$ cat config.mk
export PLATFORM = sky130hd
export DESIGN_NAME = soc_bus_fabric
export DESIGN_NICKNAME = d
export VERILOG_FILES = /design/src/rtl/soc_bus_fabric.sv
export SDC_FILE = /design/constraint.sdc
export NUM_CORES = 1
export LEC_CHECK = 0
export CORE_AREA = 2 2 136 138
export DETAILED_ROUTE_END_ITERATION = 8
export DIE_AREA = 0 0 138 140
export PLACE_DENSITY = 0.67
export SYNTH_ARGS = -nofsm -noshare
export SYNTH_HDL_FRONTEND = slang
export SYNTH_SLANG_ARGS = --single-unit
$ cat constraint.sdc
create_clock -name clk -period 3.1 [get_ports clk]
set_clock_uncertainty 0.1 [all_clocks]
set_input_delay 0.62 -clock clk [delete_from_list [all_inputs] [get_ports clk]]
set_output_delay 0.62 -clock clk [all_outputs]
set_load 0.05 [all_outputs]
$ cat src/rtl/soc_bus_fabric.sv
// Address decoder, read-data mux and wait-state controller between a FemtoRV32 core
// and N_SLAVES memory-mapped slaves, with per-slave ready, bus timeout and error capture.
module soc_bus_fabric #(
   parameter int          N_SLAVES     = 7,
   parameter logic [15:0] PER_BASE     = 16'h0040,
   parameter logic [15:0] RAM_PAGE     = 16'h0000,
   parameter bit          UNMAP_TO_RAM = 1'b1,
   parameter int          TIMEOUT      = 255,
   parameter logic [31:0] ERR_DATA     = 32'hDEADBEEF
) (
   input  logic                    clk,
   input  logic                    resetn,
   input  logic [31:0]             cpu_addr,
   input  logic                    cpu_rstrb,
   input  logic [3:0]              cpu_wmask,
   output logic [31:0]             cpu_rdata,
   output logic                    cpu_rbusy,
   output logic                    cpu_wbusy,
   output logic [N_SLAVES-1:0]     sl_cs,
   output logic                    sl_rd,
   output logic                    sl_wr,
   input  logic [32*N_SLAVES-1:0]  sl_rdata,
   input  logic [N_SLAVES-1:0]     sl_ready,
   input  logic                    err_clr,
   output logic                    err_flag,
   output logic [31:0]             err_addr
);

   localparam int IW = (N_SLAVES > 1) ? $clog2(N_SLAVES) : 1;

   typedef enum logic [1:0] {
      IDLE    = 2'd0,
      RD_WAIT = 2'd1,
      WR_WAIT = 2'd2
   } state_t;

   state_t         state, state_nxt;
   logic [IW-1:0]  dec_idx;
   logic           dec_hit;
   logic           dec_unmapped;
   logic [IW-1:0]  sel_q;
   logic           unmap_q;
   logic [7:0]     count;
   logic           sel_ready;
   logic [31:0]    sel_rdata;
   logic           done;
   logic           timed_out;
   logic           accept_rd;
   logic           accept_wr;
   logic           err_set;

   // NOTE: every variable assigned in an always_comb gets a default first, so no path leaves it unassigned and no latch is inferred.
   always_comb begin
      dec_idx = '0;
      dec_hit = 1'b0;
      if (cpu_addr[31:16] == RAM_PAGE) begin
         dec_hit = 1'b1;
      end else begin
         for (int k = 1; k < N_SLAVES; k++) begin
            if (cpu_addr[31:16] == PER_BASE + 16'(k - 1)) begin
               dec_hit = 1'b1;
               dec_idx = IW'(k);
            end
         end
      end
      dec_unmapped = !dec_hit && !UNMAP_TO_RAM;
      for (int k = 0; k < N_SLAVES; k++) begin
         sl_cs[k] = !dec_unmapped && (dec_idx == IW'(k));
      end
   end

   // Ready and data of the slave latched at request accept.
   always_comb begin
      sel_ready = 1'b0;
      sel_rdata = '0;
      for (int k = 0; k < N_SLAVES; k++) begin
         if (sel_q == IW'(k)) begin
            sel_ready = sl_ready[k];
            sel_rdata = sl_rdata[32*k +: 32];
         end
      end
   end

   // An unmapped access never reaches a slave, so it completes as if ready were tied high.
   assign done      = unmap_q || sel_ready;
   assign timed_out = !done && (count == 8'(TIMEOUT - 1));
   assign accept_wr = resetn && (state == IDLE) && (cpu_wmask != 4'd0);
   assign accept_rd = resetn && (state == IDLE) && cpu_rstrb && (cpu_wmask == 4'd0);
   assign err_set   = (state != IDLE) && (timed_out || unmap_q);

   // NOTE: sequential state uses non-blocking assignments so every register samples pre-edge values.
   always_ff @(posedge clk) begin
      if (!resetn) begin
         state <= IDLE;
      end else begin
         state <= state_nxt;
      end
   end

   always_comb begin
      state_nxt = state;
      case (state)
         IDLE: begin
            if (accept_wr) begin
               state_nxt = WR_WAIT;
            end else if (accept_rd) begin
               state_nxt = RD_WAIT;
            end
         end
         RD_WAIT, WR_WAIT: begin
            if (done || timed_out) begin
               state_nxt = IDLE;
            end
         end
         default: state_nxt = IDLE;
      endcase
   end

   always_comb begin
      cpu_rbusy = (state == RD_WAIT);
      cpu_wbusy = (state == WR_WAIT);
      sl_rd     = accept_rd && !dec_unmapped;
      sl_wr     = accept_wr && !dec_unmapped;
   end

   always_ff @(posedge clk) begin
      if (!resetn) begin
         cpu_rdata <= '0;
         count     <= '0;
         sel_q     <= '0;
         unmap_q   <= 1'b0;
         err_flag  <= 1'b0;
         err_addr  <= '0;
      end else begin
         if (state == IDLE) begin
            count <= '0;
            if (accept_wr || accept_rd) begin
               sel_q   <= dec_idx;
               unmap_q <= dec_unmapped;
            end
         end else if (done || timed_out) begin
            count <= '0;
         end else begin
            count <= count + 8'd1;
         end

         if (state == RD_WAIT) begin
            if (done) begin
               cpu_rdata <= unmap_q ? ERR_DATA : sel_rdata;
            end else if (timed_out) begin
               cpu_rdata <= ERR_DATA;
            end
         end

         // A new error beats a simultaneous clear; the first error address is kept until cleared.
         if (err_set) begin
            err_flag <= 1'b1;
            if (!err_flag || err_clr) begin
               err_addr <= cpu_addr;
            end
         end else if (err_clr) begin
            err_flag <= 1'b0;
            err_addr <= '0;
         end
      end
   end

endmodule

Word level (Yosys, flattened, before mapping)
Cells that the tools add are included.
{ "word_totals": {"ff_bits": 78, "inputBits": 271, "out_inout_bits": 76, "elab_cells": 90} }
{ "op_classes": {"addsub": 1, "n_eq_ne": 24, "n_mux": 32, "bitwise": 1, "reduce_logical": 26} }
{ "op_table": {"columns": ["op", "count"], "rows": [
  ["$mux 32", 12],
  ["$eq 16x7->1 const B", 6],
  ["$eq 3x3->1 const B", 6],
  ["$logic_not 16->1", 1],
  ["$eq 3x2->1 const B", 4],
  ["$mux 3", 4],
  ["$mux 1", 10],
  ["$mux 2", 5],
  ["$add 8x1->8 const B", 1],
  ["$eq 8x8->1 const B", 1],
  ["$reduce_and 2->1", 4],
  ["$eq 3x1->1 const B", 2],
  ["$logic_and 1x1->1", 6],
  ["$logic_not 3->1", 2],
  ["$reduce_bool 2->1", 3],
  ["$logic_not 4->1", 1],
  ["$pmux 2 s2", 1],
  ["$reduce_bool 4->1", 1],
  ["$logic_or 1x1->1", 3],
  ["$ne 3x3->1 const B", 1],
  ["$reduce_or 3->1", 1],
  ["$eq 2x1->1 const B", 1],
  ["$eq 2x2->1 const B", 1],
  ["$logic_not 1->1", 2],
  ["5 further kinds", 5]
]} }

Longest topological paths before layout
{ "logic_depth": {"depth_word": 13, "depth_mapped": 8, "ltp_nobuf": 7} }

Worst setup path after synthesis
OpenSTA, ideal clock, no wires.
{ "synth_timing": {"path_kind": "input to output", "startpoint": "input port cpu_addr[28]", "endpoint": "output port sl_cs[5]", "t_arrival_ps": 3229, "required_ps": 2380, "slack_ps": -849, "stages": 4, "n_path_buf": 0, "path_cell_list": "or4_1 nor3_1 nand4_1 nor4b_1"} }
{ "synth_via": {"elab_chain_len": 9, "elab_cells_between_ends": 15, "classes_between": "eq/ne (7); mux (7); reduce/logical (1)"} }
{ "synth_lines": {"columns": ["element", "line_no", "text"], "rows": [
  ["start: declaration", "13", "input logic [31:0] cpu_addr,"],
  ["$eq 16x7->1", "60", "if (cpu_addr[31:16] == PER_BASE + 16'(k - 1)) begin"],
  ["$mux 1", "60", null],
  ["$mux 2 (2 in series)", "60", null],
  ["$mux 3 (3 in series)", "60", null],
  ["$mux 3 (*)", "56", "if (cpu_addr[31:16] == RAM_PAGE) begin"],
  ["$eq 3x3->1 (*)", "68", "sl_cs[k] = !dec_unmapped && (dec_idx == IW'(k));"],
  ["end: declaration", "19", "output logic [N_SLAVES-1:0] sl_cs,"]
]} }
Mark *: on every way between the ends. The rest lies on a longest branch, timed or not.

Worst setup path after layout
{ "layout_timing": {"startpoint": "input port cpu_addr[28]", "endpoint": "output port sl_cs[2]"} }
{ "layout_via": {"elab_chain_len": 9, "elab_cells_between_ends": 15, "classes_between": "eq/ne (7); mux (7); reduce/logical (1)"} }
{ "layout_lines": {"columns": ["element", "line_no"], "rows": [
  ["$eq 16x7->1", "60"],
  ["$mux 1", "60"],
  ["$mux 2 (2 in series)", "60"],
  ["$mux 3 (3 in series)", "60"],
  ["$mux 3 (*)", "56"],
  ["$eq 3x2->1 (*)", "68"]
]} }
Marks and branches as above.

==> results list <==
- Outcome: finished, final reports clean
- Entering global routing, the biggest net connects 91 pins.
* Count of input and output buffers: 346
- Max-cap violations in this run came to 0.
- Wires add up to 22100 um.
* Final sum of negative setup slack: 0 ns
- Overall power consumption after layout is estimated at 2.63 mW.
- In the routed design, unresolved DRC markers number 0.
* Clock tree from TritonCTS: done
* Gate count after technology mapping: 583
- Counting along the longest clock path gives a buffer depth of 2.
* Floorplan core area: 0.0178 sq mm
* Post-Synth Adder-Cell Area: 0.0122
* Path type of the worst min-delay path: reg -> reg
- The H-tree generated during clock tree synthesis spans 3 levels.
* Detail Route Antenna Nets: 0
* Cell with the biggest individual delay on the critical path: or4_4
* Share of final-layout standard cells stronger than drive strength 1: 0.137
- Data arrival time of the worst path: 2.28 ns
- Measured slew at the worst slew-check pin: 0.992 ns
- Internal power: 1.97 mW
- Of the available clock period, the critical path in the final layout requires 0.967.
- For this block, the via count after detailed routing is 6047.
* Average footprint of a synthesized cell: 8.79 sq um
- Combinational power share: 0.229
- Final Max Tran Viols: 0
* Proportion of synthesized chip area in sequential cells: 0.305
- Clock power frac: 0.385
- Horiz. Die Dim: 138 um
* Hold violation total from the final report: 0
- The total overflow left after global routing is 0.
- Global-route wire length before repair: 34700 um
* Fraction of the mapped netlist area in compound gates: 0.365
- Layout area overhead: 81.9%
- The library cell used most frequently in the layout, excluding fill and tap cells, is clkdlybuf4s50_1.
- Die Outline Area: 0.0193 sq mm
- The top cell types in the final layout, fill and taps aside, are clkdlybuf4s50_1, dfxtp_1, mux2_2, o21ai_0.
* Number of warnings printed during yosys synthesis: 0
- Final period demand of the worst path: 3.00 ns
- First-pass detailed-route iteration total: 4
- The count of cells in the finished layout, fillers not included, comes to 1141.
- Standard-cell row count: 49
* Count of cell types in the netlist: 51
- Data on the critical path is required at its endpoint by 2.38 ns.
- All-layer global routing usage: 0.224
- Count of state elements after synthesis: 78
- Number of buffers added by the clock tree synthesis step: 9
- For this design the total switching power over the nets is 667 uW.
* Power per unit of standard cell area: 282 mW/mm^2
* Normalized max-slew margin: 0.333
* Wirelength per Cell: 19.4 um
* Highest fanout seen on the critical path: 8
- Setup Crit Path Kind: in -> out
- At the end of the flow, the number of nets in the layout was 1183.
- The clock drives 78 sinks.
* Post-layout utilization of the core: 0.524
- The number of antenna diodes in the final layout is 0.
* Sequential share of power: 0.385
- DP Cell Count: 1125
- By area, the combinational part of the netlist is dominated by compound AO/OA/AOI/OAI gates.
* # setup viols final: 0
- Largest stage delay, worst path: 0.52 ns
- The portion of synthesized area spent on multiplexers is 0.140.
* Synth async-reset ratio: 0
- Reg-to-reg setup timing slack: 0.42 ns
- For this design, the CTS-stage hold fixing added 0 buffers.
* Antenna violations before repair: 0
- STA classifies the critical path endpoint as an output port.
* Area share of xor/xnor cells in the synthesized design: 0.0103
- Hold slack final: 0.364 ns
- The mapped netlist covers 0.00513 sq mm.
- Switching share of total power: 0.253
- The tree is rooted in a clkbuf_16.
- From bottom edge to top edge, the die measures 140 um.
* Standby leakage power: 3.17 nW
* Number of I/O pins: 347
- The synthesized design contains 0 enable-type register cells.
* Detail Placement HPWL: 16900 um
* Syn Nets: 859
* Startpoint class of the critical path: input port
- Placer congestion estimate: 0.835
- The most used flip-flop cell after synthesis is dfxtp_1.
- Initial core utilization: 0.288
- The critical path goes through dlygate4sd2_1, or4_4, nor3_2, nand4_1, buf_6, nor4_4, buf_12.
- After the first detailed-routing iteration, the DRC count stood at 325.
- Setup repair after global routing left no endpoint under its margin.
- Worst supply voltage drop on vdd: 0.265 mV
* Clock latency on the worst-skew pair: 0.33 ns
* Simple-gate share of the synthesized area: 0.107
- Max Clk Rate: 334 MHz
- After clock tree synthesis, the clock-pin slew on the worst setup and hold paths is 0.06 ns.
* Via-per-instance ratio: 5.30
- Vias in the first global route: 6137
## cell usage after synthesis (2+ instances only)
| cell | n | area (sq um) |
|---|---|---|
| dfxtp_1 | 78 | 1560 |
| mux2_2 | 51 | 574 |
| o21ai_0 | 51 | 255 |
| clkbuf_1 | 34 | 128 |
| a21oi_1 | 33 | 165 |
| nand2_1 | 33 | 124 |
| a22o_1 | 32 | 280 |
| o21a_1 | 24 | 180 |
| o221ai_1 | 22 | 193 |
| a31oi_1 | 21 | 131 |
| o41a_1 | 21 | 236 |
| nor2_1 | 20 | 75.1 |
| a221oi_1 | 17 | 149 |
| buf_2 | 12 | 60.1 |
| mux2i_1 | 12 | 120 |
| nor3_1 | 10 | 50.1 |
| o22ai_1 | 10 | 62.6 |
| a32o_1 | 9 | 90.1 |
| inv_1 | 9 | 33.8 |
| nor4_1 | 8 | 50.1 |
| buf_1 | 7 | 26.3 |
| nor2b_1 | 6 | 37.5 |
| ha_1 | 5 | 62.6 |
| nand3_1 | 5 | 25.0 |
| xor2_1 | 5 | 43.8 |
| buf_4 | 4 | 30.0 |
| nand2b_1 | 4 | 25.0 |
| nand4_1 | 4 | 25.0 |
| and2_1 | 3 | 18.8 |
| buf_6 | 3 | 33.8 |
| or3_1 | 3 | 18.8 |
| a21oi_2 | 2 | 17.5 |
| nor4b_1 | 2 | 17.5 |
| o211ai_1 | 2 | 15.0 |
| o221a_2 | 2 | 22.5 |
| o31ai_1 | 2 | 15.0 |
| or3b_2 | 2 | 17.5 |
| or4_1 | 2 | 15.0 |
## final cells by class
| cell class | count | area (sq um) |
|---|---|---|
| clock buffers | 9 | 225 |
| clock inverters | 7 | 61.3 |
| fillers | 1661 | 8460 |
| inverters | 9 | 33.8 |
| multi-input cells | 436 | 3360 |
| flip-flops and latches | 78 | 1570 |
| well taps | 229 | 287 |
| repair buffers | 373 | 3790 |
## critical path: cells and delay by family
family | cells | cell delay, ns
buffers and inverters | 3 | 0.60
AND/OR/NAND/NOR | 4 | 1.04
## per-layer routing
| layer | vias to the layer above | wire length (um) | share of wire | global-route usage |
|---|---|---|---|---|
| met5 | - | 0 | 0 | 0 |
| met4 | 0 | 486 | 0.022 | 0.0666 |
| met3 | 29 | 1480 | 0.067 | 0.0598 |
| met2 | 229 | 10500 | 0.47 | 0.373 |
| met1 | 2832 | 9690 | 0.44 | 0.285 |
| li1 | 2957 | - | - | - |
## power by group through the flow
stage	Clock, mW	Combinational [mW]	Sequential, mW
finish	1.01	0.604	1.01
CTS	1.05	0.605	1.01
detailed placement	0	0.602	1.04
global placement	0	0.600	1.04
floorplan	0	0.184	1.04
global route	1.09	0.646	1.01
## worst paths after layout
check / from / end / depth (start not counted)
setup / recovery: cpu_addr[28] / sl_cs[2] / 7
hold / removal: cpu_rdata[28]$_SDFFE_PN0P_ / cpu_rdata[28]$_SDFFE_PN0P_ / 1
setup reg to reg: sel_q[1]$_SDFFE_PN0P_ / err_addr[21]$_SDFFE_PN0P_ / 6
hold reg to reg: cpu_rdata[28]$_SDFFE_PN0P_ / cpu_rdata[28]$_SDFFE_PN0P_ / 1
## sequential cells by signal, indices dropped and copies added, names as in the netlist
signal     count
state          2
cpu_rdata     32
err_addr      32
err_flag       1
sel_q          3
count          8
## cell families after synthesis
| group | after synthesis |
|---|---|
| compound gates | 254 |
| fa+ha+maj | 5 |
| mux | 64 |
| buf+inv | 69 |
| simple gates | 107 |
| xor+xnor | 6 |
| flops | 78 |
## stage by stage
| stage | instance area, sq um | worst slack, ns |
|---|---|---|
| global route | 9320 | 0.0277 |
| finish | 9320 | 0.103 |
| floorplan | 5220 | -0.248 |
| detailed placement | 9030 | -0.196 |
| global placement | 9030 | -0.161 |
| CTS | 9330 | 0.0104 |
## repair_timing
| action | 4_1_cts | 5_1_grt |
|---|---|---|
| resized for setup | 8 | 0 |
| buffers inserted | 1 | 0 |
| pin swaps | 4 | 4 |
| endpoints found under the setup margin | 7 | 2 |
(Power assumes the default switching activity.)
==> variant 1 (same settings) <==
`TIMEOUT`: 255 -> 128.
--- a/src/rtl/soc_bus_fabric.sv
+++ b/src/rtl/soc_bus_fabric.sv
@@ -5,7 +5,7 @@
    parameter logic [15:0] PER_BASE     = 16'h0040,
    parameter logic [15:0] RAM_PAGE     = 16'h0000,
    parameter bit          UNMAP_TO_RAM = 1'b1,
-   parameter int          TIMEOUT      = 255,
+   parameter int          TIMEOUT      = 128,
    parameter logic [31:0] ERR_DATA     = 32'hDEADBEEF
 ) (
    input  logic                    clk,
Function: no difference found for any inputs over 4 cycles, from zero or initial values and one cycle with resetn low; that may be too few to reach the edited logic, so the function may still have changed.
==> variant 1 against the unedited design <==
Global-route usage rose by 0.36 points. Synthesized cell count fell by 4.5%. Critical endpoint is now sl_cs[5]. Area after synthesis fell by 3.6%. Sequential cell count did not move. Total power rose by 2.8%. Largest power group is now clock. Routed wire length rose by 4.2%. Setup slack improved by 0.029 ns. Largest cell class unchanged. Final cell count fell by 2.6%. Cell area fell by 2.1%. Clock power rose by 11%. Critical path depth did not move.
==> variant 1: results (changes against the unedited design) <==
\begin{tabular}{lr}
\hline
Metric & Value \\
\hline
\multicolumn{2}{l}{\textbf{Global route}} \\
\quad GRT Util Overall & 22.74\% (+0.36 points) \\
\quad Initial antenna violation count & 3 (+3) \\
\quad Maximum number of pins on one net before global-route repair & 54 (-41\%) \\
\multicolumn{2}{l}{\textbf{Logic synthesis}} \\
\quad Net count after synthesis & 832 (-3.1\%) \\
\quad Most common library cells after synthesis & sky130\_fd\_sc\_hd\_\_dfxtp\_1 (78), sky130\_fd\_sc\_hd\_\_clkbuf\_1 (44), sky130\_fd\_sc\_hd\_\_mux2\_2 (41) \\
\quad Cell types occupying the most area after synthesis & sky130\_fd\_sc\_hd\_\_dfxtp\_1 (32\%), sky130\_fd\_sc\_hd\_\_mux2\_2 (9.3\%), sky130\_fd\_sc\_hd\_\_a32o\_1 (6.5\%) \\
\quad Mapped cell area & 0.004943 mm2 (-3.6\%) \\
\multicolumn{2}{l}{\textbf{STA}} \\
\quad Maximum frequency from static timing analysis & 0.3369 GHz (+0.97\%) \\
\multicolumn{2}{l}{\textbf{Finish}} \\
\quad Flip-flop and latch share of the layout cell area & 17.14\% (+0.34 points) \\
\quad Combined flip-flop and latch cell area & 0.001565 mm2 (about the same) \\
\quad Antenna diodes & 2 (+2) \\
\quad Clock buffer instance count of the final layout & 11 (+2) \\
\quad Clock buf/inv share & 3.467\% (+0.39 points) \\
\quad Share of cells above drive strength 1 & 12.84\% (-0.87 points) \\
\quad Portion of the layout cell area used by non-clock buffers & 41.15\% (+0.51 points) \\
\multicolumn{2}{l}{\textbf{Power and ir drop}} \\
\quad Switching share of power & 23.90\% (-1.4 points) \\
\quad Clk pwr & 1.12 mW (+11\%) \\
\quad Net switching power & 0.6467 mW (-3.0\%) \\
\quad Max IR drop VDD & 0.3300 mV (+25\%) \\
\multicolumn{2}{l}{\textbf{Critical path}} \\
\quad Reg-to-Reg Start & sel\_q[2]\$\_SDFFE\_PN0P\_ \\
\multicolumn{2}{l}{\textbf{Routing}} \\
\quad Count of TritonRoute iterations in the first routing pass & 5 (+1) \\
\quad Iteration-0 DRC Markers & 324 (-0.31\%) \\
\multicolumn{2}{l}{\textbf{Outcome}} \\
\quad Status & completed \\
\multicolumn{2}{l}{\textbf{Placement}} \\
\quad Worst slack at placement & -0.1672 ns (+0.02928 ns) \\
\quad Hpwl dp & 17.25 mm (+1.8\%) \\
\quad Final Wtd Congestion & 0.8105 (-3.0\%) \\
\multicolumn{2}{l}{\textbf{Hold path}} \\
\quad Min-Delay Endpoint & count[0]\$\_SDFF\_PP0\_ \\
\multicolumn{2}{l}{\textbf{Clock network}} \\
\quad Count of instances resized after the clock tree is built & 9 (+1) \\
\hline
\end{tabular}
variant 1: worst max-delay path, stage by stage:
cell and delay, ns:
sky130_fd_sc_hd__dlygate4sd2_1 0.24, sky130_fd_sc_hd__or4_4 0.49, sky130_fd_sc_hd__nor3_4 0.12, sky130_fd_sc_hd__nand4_1 0.11
sky130_fd_sc_hd__buf_6 0.18, sky130_fd_sc_hd__nor4b_4 0.30, sky130_fd_sc_hd__buf_12 0.18
variant 1: kinds of logic (layout without fill, tap and decap cells):
family,count (synthesis),in the layout,synth area share [%]
mux,45,45,10.15
other cells,0,2,0
buf+inv,74,397,6.631
compound gates,200,200,32.90
simple gates,150,150,16.65
xor+xnor,6,6,1.063
fa+ha+maj,4,4,1.012
flops,78,78,31.59
variant 1: metal layers:
layer | vias to the layer above | track usage [%] | part of all wire, %
li1 | 2863 | - | -
met1 | 2872 | 28.23 | 41
met2 | 281 | 36.92 | 47
met3 | 29 | 7.350 | 8.9
met4 | 2 | 8.539 | 2.7
met5 | - | 0 | 0.056
==> variant 2 (config.mk and constraints unchanged) <==
Made on the original files. Reset style: asynchronous (`resetn`), changed in 2 clocked blocks.
--- a/src/rtl/soc_bus_fabric.sv
+++ b/src/rtl/soc_bus_fabric.sv
@@ -89,7 +89,7 @@
    assign err_set   = (state != IDLE) && (timed_out || unmap_q);
 
    // NOTE: sequential state uses non-blocking assignments so every register samples pre-edge values.
-   always_ff @(posedge clk) begin
+   always_ff @(posedge clk or negedge resetn) begin
       if (!resetn) begin
          state <= IDLE;
       end else begin
@@ -123,7 +123,7 @@
       sl_wr     = accept_wr && !dec_unmapped;
    end
 
-   always_ff @(posedge clk) begin
+   always_ff @(posedge clk or negedge resetn) begin
       if (!resetn) begin
          cpu_rdata <= '0;
          count     <= '0;
Formal check against the unedited RTL: differs if resetn is asserted again (counterexample within 4 cycles, from zero or initial values and one cycle with resetn low); with resetn held inactive, the same outputs for 4 cycles.
==> variant 2 against the unedited design <==
Area after synthesis shrank 4.9%. Routed wire length shrank 6.5%. Via count shrank 13%. Setup slack lost 0.10 ns. Cell area shrank 3.3%. Non-clock buffer count shrank 7. Sequential cell count is the same.
Power is not compared: it rests on default switching activity, and its combinational part moved more than twofold at a synthesized area within 25%.
==> variant 2: results (changes against the unedited design) <==
\begin{tabular}{lr}
\hline
Metric & Value \\
\hline
\multicolumn{2}{l}{\textbf{Outcome}} \\
\quad Status & completed \\
\multicolumn{2}{l}{\textbf{Critical path}} \\
\quad Maximum net fanout on the critical path & 2 (-6) \\
\quad Arr. time, crit path & 2.38 ns (+0.10 ns) \\
\quad Reg2reg setup slack & 0.50 ns (+0.08 ns) \\
\quad End of the worst register-to-register path & cpu\_rdata[5]\$\_DFFE\_PN0P\_ \\
\multicolumn{2}{l}{\textbf{Routing}} \\
\quad Uppermost layer routed & met5 \\
\quad Iteration-0 DRC Markers & 238 (-27\%) \\
\quad Met2 layer wire length in the routed design & 10.17 mm (-3.1\%) \\
\quad Wl on met1 & 8.443 mm (-13\%) \\
\multicolumn{2}{l}{\textbf{STA}} \\
\quad Fin worst setup slack & 0.003331 ns (-0.09985 ns) \\
\quad Worst-case hold slack & 0.02841 ns (-0.3360 ns) \\
\multicolumn{2}{l}{\textbf{Global route}} \\
\quad Wire length of the first global-routing pass & 31.91 mm (-8.0\%) \\
\quad Met3 usage in global routing & 5.812\% (-0.17 points) \\
\quad Maximum number of pins on one net before global-route repair & 69 (-24\%) \\
\multicolumn{2}{l}{\textbf{Placement}} \\
\quad Cell area after placement & 0.008656 mm2 (-4.1\%) \\
\quad Hpwl dp & 16.04 mm (-5.3\%) \\
\multicolumn{2}{l}{\textbf{Clock network}} \\
\quad Count of instances resized after the clock tree is built & 20 (+12) \\
\quad Post-CTS Setup Inserts & 0 (-1) \\
\multicolumn{2}{l}{\textbf{Logic synthesis}} \\
\quad Avg Synthesized Cell Area & 10.78 um2 (+23\%) \\
\quad Arithmetic-cell share of the synthesized area counting full adders, half adders and majority gates & 1.284\% (+0.063 points) \\
\quad Fraction of registers with async set/reset & 100.0\% (+100 points) \\
\quad Parity-gate share of the synthesized area counting xor and xnor cells & 1.078\% (+0.053 points) \\
\quad Most common library cells after synthesis & sky130\_fd\_sc\_hd\_\_dfrtp\_1 (78), sky130\_fd\_sc\_hd\_\_nand2\_1 (48), sky130\_fd\_sc\_hd\_\_o21ai\_0 (36) \\
\quad Post-synthesis mux area share & 18.31\% (+4.3 points) \\
\multicolumn{2}{l}{\textbf{Finish}} \\
\quad Cell Count, Final, Fillers Out & 1021 (-11\%) \\
\hline
\end{tabular}
variant 2: cells by family (layout without fill, tap and decap cells):
group,after synthesis,in the layout
compound gates,165,165
xor+xnor,6,6
fa+ha+maj,5,5
buf+inv,49,389
flops,78,78
mux,59,59
simple gates,90,90
variant 2: final cells by class:
class / count / area [um2] / share of cell area (%)
clock buffer: 10 / 239.0 / 2.652
clock inverter: 6 / 46.29 / 0.5137
inverter: 7 / 26.28 / 0.2916
multi-input combinational: 325 / 2801 / 31.09
sequential: 78 / 1958 / 21.73
tap: 229 / 286.5 / 3.180
timing repair buffer: 366 / 3654 / 40.54
variant 2: critical path, cell delays in order:
cell	delay, ns
sky130_fd_sc_hd__clkdlybuf4s15_1	0.20
sky130_fd_sc_hd__nor4_2	0.29
sky130_fd_sc_hd__buf_4	0.18
sky130_fd_sc_hd__nand3_2	0.07
sky130_fd_sc_hd__or4_4	0.58
sky130_fd_sc_hd__a211oi_4	0.27
sky130_fd_sc_hd__buf_12	0.17
